## config.mk

```make
export PLATFORM = sky130hd
export DESIGN_NAME = uart_burst_rx
export DESIGN_NICKNAME = d
export VERILOG_FILES = /design/src/rtl/uart_burst_rx.sv
export SDC_FILE = /design/constraint.sdc
export NUM_CORES = 1
export LEC_CHECK = 0
export BUFFER_PORTS_ARGS = -buffer_cell sky130_fd_sc_hd__buf_2
export CORE_ASPECT_RATIO = 2
export CORE_UTILIZATION = 57
export DETAILED_ROUTE_END_ITERATION = 7
export GPL_TIMING_DRIVEN = 0
export PLACE_DENSITY = 0.78
export SYNTH_ARGS = -nofsm -noshare
export SYNTH_HDL_FRONTEND = slang
export SYNTH_SLANG_ARGS = --single-unit
```

## constraint.sdc

```tcl
create_clock -name clock -period 1.9 [get_ports clock]
set_input_delay 0.285 -clock clock [delete_from_list [all_inputs] [get_ports clock]]
set_output_delay 0.285 -clock clock [all_outputs]
set_load 0.01 [all_outputs]
```

## src/rtl/uart_burst_rx.sv

```systemverilog
// ---------------------------------------------------------------------------
// uart_burst_rx
//   8N1 UART receiver that collects a burst of back-to-back serial bytes
//   (LSB first). The burst length is latched from bytes_to_rx when the first
//   start bit of a burst is accepted; bytes_to_rx = N means N+1 bytes.
//
// Ports
//   clock          : system clock, rising edge
//   reset          : synchronous, active-high reset
//   bytes_to_rx    : burst length minus one
//   serial_data_in : serial line, idles high (synchronized internally)
//   rx_data_valid  : one-cycle strobe, rx_data_byte updated this cycle
//   rx_data_byte   : last correctly framed byte, held between strobes
//   rx_busy        : high whenever the receiver is not idle
//   rx_frame_error : one-cycle strobe when a stop bit is sampled low
//   rx_burst_done  : one-cycle strobe alongside the last byte of a burst
// ---------------------------------------------------------------------------
module uart_burst_rx #(
  parameter int CLKS_PER_BIT = 2,
  parameter int SYNC_STAGES  = 2
) (
  input  logic       clock,
  input  logic       reset,
  input  logic [9:0] bytes_to_rx,
  input  logic       serial_data_in,
  output logic       rx_data_valid,
  output logic [7:0] rx_data_byte,
  output logic       rx_busy,
  output logic       rx_frame_error,
  output logic       rx_burst_done
);

  localparam int CNT_W = (CLKS_PER_BIT > 2) ? $clog2(CLKS_PER_BIT) : 1;
  localparam int HALF  = CLKS_PER_BIT / 2;

  // Terminal counts: mid-bit of the start bit, and one full bit period.
  localparam logic [CNT_W-1:0] HALF_LAST = CNT_W'(HALF - 1);
  localparam logic [CNT_W-1:0] BIT_LAST  = CNT_W'(CLKS_PER_BIT - 1);

  typedef enum logic [1:0] {
    IDLE      = 2'd0,
    START_BIT = 2'd1,
    DATA_BIT  = 2'd2,
    STOP_BIT  = 2'd3
  } state_t;

  state_t state, next_state;

  logic [SYNC_STAGES-1:0] sync_q;
  logic                   s_in;

  logic [CNT_W-1:0] clk_cnt;
  logic [2:0]       bit_cnt;
  logic [9:0]       byte_cnt;
  logic [9:0]       burst_len;
  logic [7:0]       shift_reg;
  logic             err_wait;   // line must go high again after a bad frame

  logic tick_half, tick_bit, start_detect;

  // Decoded per-cycle actions from the output process.
  logic clk_clr, clk_inc, bit_clr, shift_en;
  logic latch_len, good_stop, bad_stop, err_clear;

  assign s_in         = sync_q[SYNC_STAGES-1];
  assign tick_half    = (clk_cnt == HALF_LAST);
  assign tick_bit     = (clk_cnt == BIT_LAST);
  assign start_detect = !err_wait && !s_in;
  assign rx_busy      = (state != IDLE);

  // Input synchronizer; resets to the idle (high) line level.
  always_ff @(posedge clock) begin
    // NOTE: sequential state always uses <= so every flop samples the
    // pre-edge values and the chain shifts by exactly one stage per clock.
    if (reset) begin
      sync_q <= '1;
    end else begin
      sync_q[0] <= serial_data_in;
      for (int i = 1; i < SYNC_STAGES; i++) begin
        sync_q[i] <= sync_q[i-1];
      end
    end
  end

  // State register.
  always_ff @(posedge clock) begin
    if (reset) state <= IDLE;
    else       state <= next_state;
  end

  // Next-state logic.
  always_comb begin
    // NOTE: a default for every output of a combinational block keeps
    // paths that do not assign it from inferring a latch.
    next_state = state;
    unique case (state)
      IDLE:      if (start_detect) next_state = START_BIT;
      START_BIT: if (tick_half)    next_state = s_in ? IDLE : DATA_BIT;
      DATA_BIT:  if (tick_bit && (bit_cnt == 3'd7)) next_state = STOP_BIT;
      STOP_BIT:  if (tick_bit)     next_state = IDLE;
      default:   next_state = IDLE;
    endcase
  end

  // Output (action) decode.
  always_comb begin
    clk_clr   = 1'b0;
    clk_inc   = 1'b0;
    bit_clr   = 1'b0;
    shift_en  = 1'b0;
    latch_len = 1'b0;
    good_stop = 1'b0;
    bad_stop  = 1'b0;
    err_clear = 1'b0;
    unique case (state)
      IDLE: begin
        // Counter is held at zero while idle, so it is clear on detect.
        clk_clr   = 1'b1;
        latch_len = start_detect && (byte_cnt == 10'd0);
        err_clear = err_wait && s_in;
      end
      START_BIT: begin
        if (tick_half) begin
          clk_clr = 1'b1;
          bit_clr = 1'b1;
        end else begin
          clk_inc = 1'b1;
        end
      end
      DATA_BIT: begin
        if (tick_bit) begin
          clk_clr  = 1'b1;
          shift_en = 1'b1;
        end else begin
          clk_inc = 1'b1;
        end
      end
      STOP_BIT: begin
        if (tick_bit) begin
          clk_clr   = 1'b1;
          good_stop = s_in;
          bad_stop  = !s_in;
        end else begin
          clk_inc = 1'b1;
        end
      end
      default: clk_clr = 1'b1;
    endcase
  end

  // Datapath and registered output strobes.
  always_ff @(posedge clock) begin
    if (reset) begin
      clk_cnt        <= '0;
      bit_cnt        <= '0;
      byte_cnt       <= '0;
      burst_len      <= '0;
      shift_reg      <= '0;
      err_wait       <= 1'b0;
      rx_data_valid  <= 1'b0;
      rx_data_byte   <= '0;
      rx_frame_error <= 1'b0;
      rx_burst_done  <= 1'b0;
    end else begin
      rx_data_valid  <= good_stop;
      rx_frame_error <= bad_stop;
      rx_burst_done  <= good_stop && (byte_cnt == burst_len);

      if (clk_clr)      clk_cnt <= '0;
      else if (clk_inc) clk_cnt <= clk_cnt + CNT_W'(1);

      if (bit_clr) begin
        bit_cnt <= '0;
      end else if (shift_en) begin
        // Shift right so the first data bit ends up in bit 0.
        shift_reg <= {s_in, shift_reg[7:1]};
        bit_cnt   <= bit_cnt + 3'd1;
      end

      if (latch_len) burst_len <= bytes_to_rx;

      if (good_stop) begin
        rx_data_byte <= shift_reg;
        byte_cnt     <= (byte_cnt == burst_len) ? 10'd0 : byte_cnt + 10'd1;
      end else if (bad_stop) begin
        byte_cnt <= '0;
      end

      if (bad_stop)       err_wait <= 1'b1;
      else if (err_clear) err_wait <= 1'b0;
    end
  end

endmodule

```

Word level (Yosys, flattened, before mapping)
Index checks and enable logic that the tools add are counted.
{"block": "word_totals", "reg_bits": 48}
{"block": "op_classes", "add_sub_neg": 3, "eq_ne": 9, "n_mux": 23, "bitwise": 1, "reduce_logical": 17}
{"op": "$mux 10", "n": 3}
{"op": "$mux 1", "n": 12}
{"op": "$add 10x1->10 const B", "n": 1}
{"op": "$eq 10x10->1", "n": 1}
{"op": "$logic_not 10->1", "n": 1}
{"op": "$mux 2", "n": 5}
{"op": "$ne 2x2->1 const B", "n": 4}
{"op": "$pmux 2 s4", "n": 1}
{"op": "$reduce_bool 2->1", "n": 3}
{"op": "$reduce_or 2->1", "n": 3}
{"op": "$logic_and 1x1->1", "n": 5}
{"op": "$eq 2x2->1 const B", "n": 2}
{"op": "$reduce_and 4->1", "n": 1}
{"op": "$add 3x1->3 const B", "n": 1}
{"op": "$eq 3x3->1 const B", "n": 1}
{"op": "$pmux 1 s3", "n": 1}
{"op": "$eq 2x1->1 const B", "n": 1}
{"op": "$logic_not 1->1", "n": 2}
{"op": "$logic_not 2->1", "n": 1}
{"op": "$pmux 1 s2", "n": 1}
{"op": "$reduce_and 2->1", "n": 1}
{"op": "$add 1x1->1 const B", "n": 1}
{"op": "$not 1->1", "n": 1}

Depth between registers and ports, before layout
{"block": "depth", "depth_word": 5, "depth_mapped": 7, "depth_no_buf": 6}

Worst setup path after synthesis
OpenSTA, ideal clock, no wires.
{"block": "synth_path", "kind": "register to register", "startpoint": "register byte_cnt[5]", "endpoint": "register byte_cnt[4]", "arrival_ps": 1365, "setup_slack_ps": 419, "stages_incl_launch_ff": 7, "n_path_buf": 1, "path_cell_list": "dfxtp_1 -> buf_6 -> xor2_2 -> nor4_4 -> a31oi_4 -> a21o_1 -> a22o_1"}
{"block": "synth_via", "elab_chain_len": 3}
{"item": "start, declared", "line_no": "54", "rtl": "logic [9:0] byte_cnt;"}
{"item": "start signal, assigned", "line_no": "184", "rtl": "byte_cnt <= (byte_cnt == burst_len) ? 10'd0 : byte_cnt + 10'd1;"}
{"item": "$eq 10x10->1", "line_no": "184"}
{"item": "$mux 10", "line_no": "184"}
{"item": "$mux 10", "line_no": "182", "rtl": "if (good_stop) begin"}
Every way passes these cells.
A chain may end at the register's enable or synchronous reset.

Final worst setup path
{"block": "layout_path", "startpoint": "register state[0]", "endpoint": "output rx_busy"}
{"block": "layout_via", "elab_chain_len": 1}
{"item": "start, declared", "line_no": "47", "rtl": "state_t state, next_state;"}
{"item": "start signal, assigned", "line_no": "88", "rtl": "else state <= next_state;"}
{"item": "$reduce_bool 2->1", "line_no": "69", "rtl": "assign rx_busy = (state != IDLE);"}
{"item": "end, declared", "line_no": "28", "rtl": "output logic rx_busy,"}
Every way passes these cells.

==> reports/results.txt <==
DR iter-0 viols -> 42
Top cells by area, synth -> dfxtp_1 46%, nand2_1 8.3%, mux2i_1 5.3%
Peak VDD IR -> 854 µV
Ys flop type -> dfxtp_1
IO Pins -> 25
Final Hold Viols -> 0
Worst-path cell chain -> buf_2 > clkbuf_1 > or2_2 > buf_2
Post-synth top cells -> 48 x dfxtp_1, 46 x nand2_1, 22 x nor2_1
Die height -> 87.5 µm
Final clock skew -> 0.00639 ns
Setup bufs post-CTS -> 0
CTS Sinks -> 48
Synthesized Nets -> 251
Worst setup SP type -> flop
# DRC -> 0
Tcrit/Tclk final -> 0.937
Critical Path Start -> state[0]
Setup crit end -> rx_busy
Pwr per Cell Area -> 793 mW/mm²
Hold_ws -> 0.157 ns
Asr flop ratio synth -> 0
Synth top area share -> 0.461
Initial Util -> 0.604
Initial antenna violation count -> 0
Maximum root-to-sink buffer count -> 2
Post-cts resize count -> 0
Max_cap viols -> 0
FP Rows -> 30
Seq/Total Area, Yosys -> 0.461
Top Layer Used -> met4
Metal3 WL -> 102 µm
DRT Wirelength -> 4320 µm
Largest net degree at the start of global routing -> 17
Leakage Power -> 1.02 nW
DIE AREA -> 0.00392 mm²
Clock transition at the registers of the reported paths -> 0.09 ns
Slew Viols, Final -> 0
DR WL met2 -> 2440 µm
Largest regs -> burst_len: 10 flops, byte_cnt: 10 flops
Die width -> 44.8 µm
Total power draw -> 1.89 mW
Post-synth EDFFs -> 0
Flop2flop setup slack -> 0.20 ns
Setup TNS -> 0 ns
Routed Antenna Nets -> 0
Port Buffers -> 24
Global-route usage over all layers -> 0.241
Dominant cell type by area after synthesis -> dfxtp_1
Global-route wire length before repair -> 6860 µm
Reg2reg start -> byte_cnt[0]
CTS Hold Bufs -> 0
Initial DRT Pass Iterations -> 4
Post-DP HPWL -> 3120 µm
Ys Warns -> 0
GRT overflow -> 0
CP max-delay cell -> or2_2
Worst setup path class -> flop to output pin
Num CTS Buffers -> 5
Avg Inst Size Synth -> 8.91 µm²
Vias post-DR -> 1669
Worst R2R Path Depth -> 7
RSZ-0062 raised after global routing -> false
Status -> complete, no violations
Synth-to-Final Area Change -> 14.2%
CP Data Arrival Time -> 1.49 ns
Slew @ Worst Pin -> 0.551 ns
Final Setup Violations -> 0
Core area -> 0.00345 mm²
Post-synthesis register bit count -> 48
H-tree levels -> 2
Most used cell, CP -> buf_2
Nets -> 282
Worst EP required -> 1.62 ns
Clock root cell -> clkbuf_8
Cells after synthesis -> 234
Cell area after synthesis -> 0.00208 mm²
Vias in the first global route -> 1567
Post-Route M1 WL -> 1700 µm
Share of cells above drive strength 1 -> 0.199
Clk Latency, worst-skew pair -> 0.31 ns
Most frequent cell after synthesis -> dfxtp_1
Cell variety after synth -> 39
Drt wl/cell -> 13.8 µm
FMAX -> 562 MHz
Worst Setup End Kind -> output pin
CP Max Fanout -> 10
Vias per inst -> 5.32
RePlAce Congestion -> 0.818
CTS tree -> done
Slowest stage delay, CP -> 0.33 ns
Hold crit path type -> primary input to flop
R2r endpoint -> burst_len[1]
Post-layout min period -> 1.78 ns
Antenna Cells -> 0
Max_slew headroom -> 0.631
==> layer usage <==
layer,global-route usage,vias to the layer above
met2,0.433,35
met3,0.0436,5
li1,-,853
met5,0,-
met4,0.143,0
met1,0.244,776
==> where the power goes <==
group | switching [mW] | internal [mW]
sequential | 0.00838 | 1.02
combinational | 0.0574 | 0.0421
clock | 0.368 | 0.397
total | 0.433 | 1.46
==> worst max-delay path: cells and delay by family (launching register included) <==
kind                   cells  cell delay, ns
DFF                        1            0.30
buffers and inverters      3            0.55
and+or+nand+nor            1            0.33
==> cell families (layout without fill, tap and decap cells) <==
logic type	after synthesis	in the layout	share of synthesized area
buffers and inverters	19	51	0.0432
AO/OA/AOI/OAI	42	42	0.130
XOR/XNOR	14	14	0.0624
adder cells (fa/ha/maj)	4	4	0.0240
AND/OR/NAND/NOR	96	96	0.226
flip-flops	48	48	0.461
multiplexers	11	11	0.0528
==> area by class of cell <==
cell class / instances / area [µm²]
multi-input combinational: 167 / 1030
clock inverter: 3 / 47.5
timing repair buffer: 24 / 120
fill: 313 / 1070
inverter: 5 / 18.8
sequential: 48 / 961
clock buffer: 5 / 68.8
buffer: 14 / 71.3
tap: 48 / 60.1
==> through the flow <==
stage               cells  instance area (µm²)  setup slack (ns)  utilization
floorplan             234                 2080             0.419            -
global placement      306                 2260             0.245        0.656
detailed placement    306                 2260             0.202        0.656
CTS                   314                 2380             0.102        0.689
global route          314                 2380            0.0308        0.689
finish                314                 2380             0.121        0.689
==> worst min path at each step <==
| stage | from | end | slack (ns) | cells past startpoint |
|---|---|---|---|---|
| after floorplan | serial_data_in | sync_q[0] | 0.39 | 1 |
| after global placement | sync_q[0] | sync_q[1] | 0.40 | 1 |
| after detailed placement | sync_q[0] | sync_q[1] | 0.40 | 1 |
| after CTS | serial_data_in | sync_q[0] | 0.15 | 2 |
| after global routing | serial_data_in | sync_q[0] | 0.15 | 2 |
| final | serial_data_in | sync_q[0] | 0.16 | 2 |
==> layout by cell type (no fill, tap or decap), types with 2 or more instances in the layout <==
master     netlist  routed
a2111oi_0        3       3
a211oi_1         3       3
a21oi_1         19      19
and2_1           2       2
buf_2            3      27
clkbuf_1         6       6
clkbuf_2         3       3
clkbuf_8         0       5
clkinv_4         0       2
dfxtp_1         48      48
ha_1             4       4
inv_1            4       4
mux2i_1         11      11
nand2_1         46      46
nand3_1          5       5
nand4_1          3       3
nor2_1          22      22
nor3_1           4       4
nor3b_1          2       2
nor4_4           2       2
o21ai_0          9       9
o311ai_1         3       3
or2_2            3       3
xnor2_1          3       3
xor2_1          10      10
No activity file was read; power rests on OpenSTA's default activity.
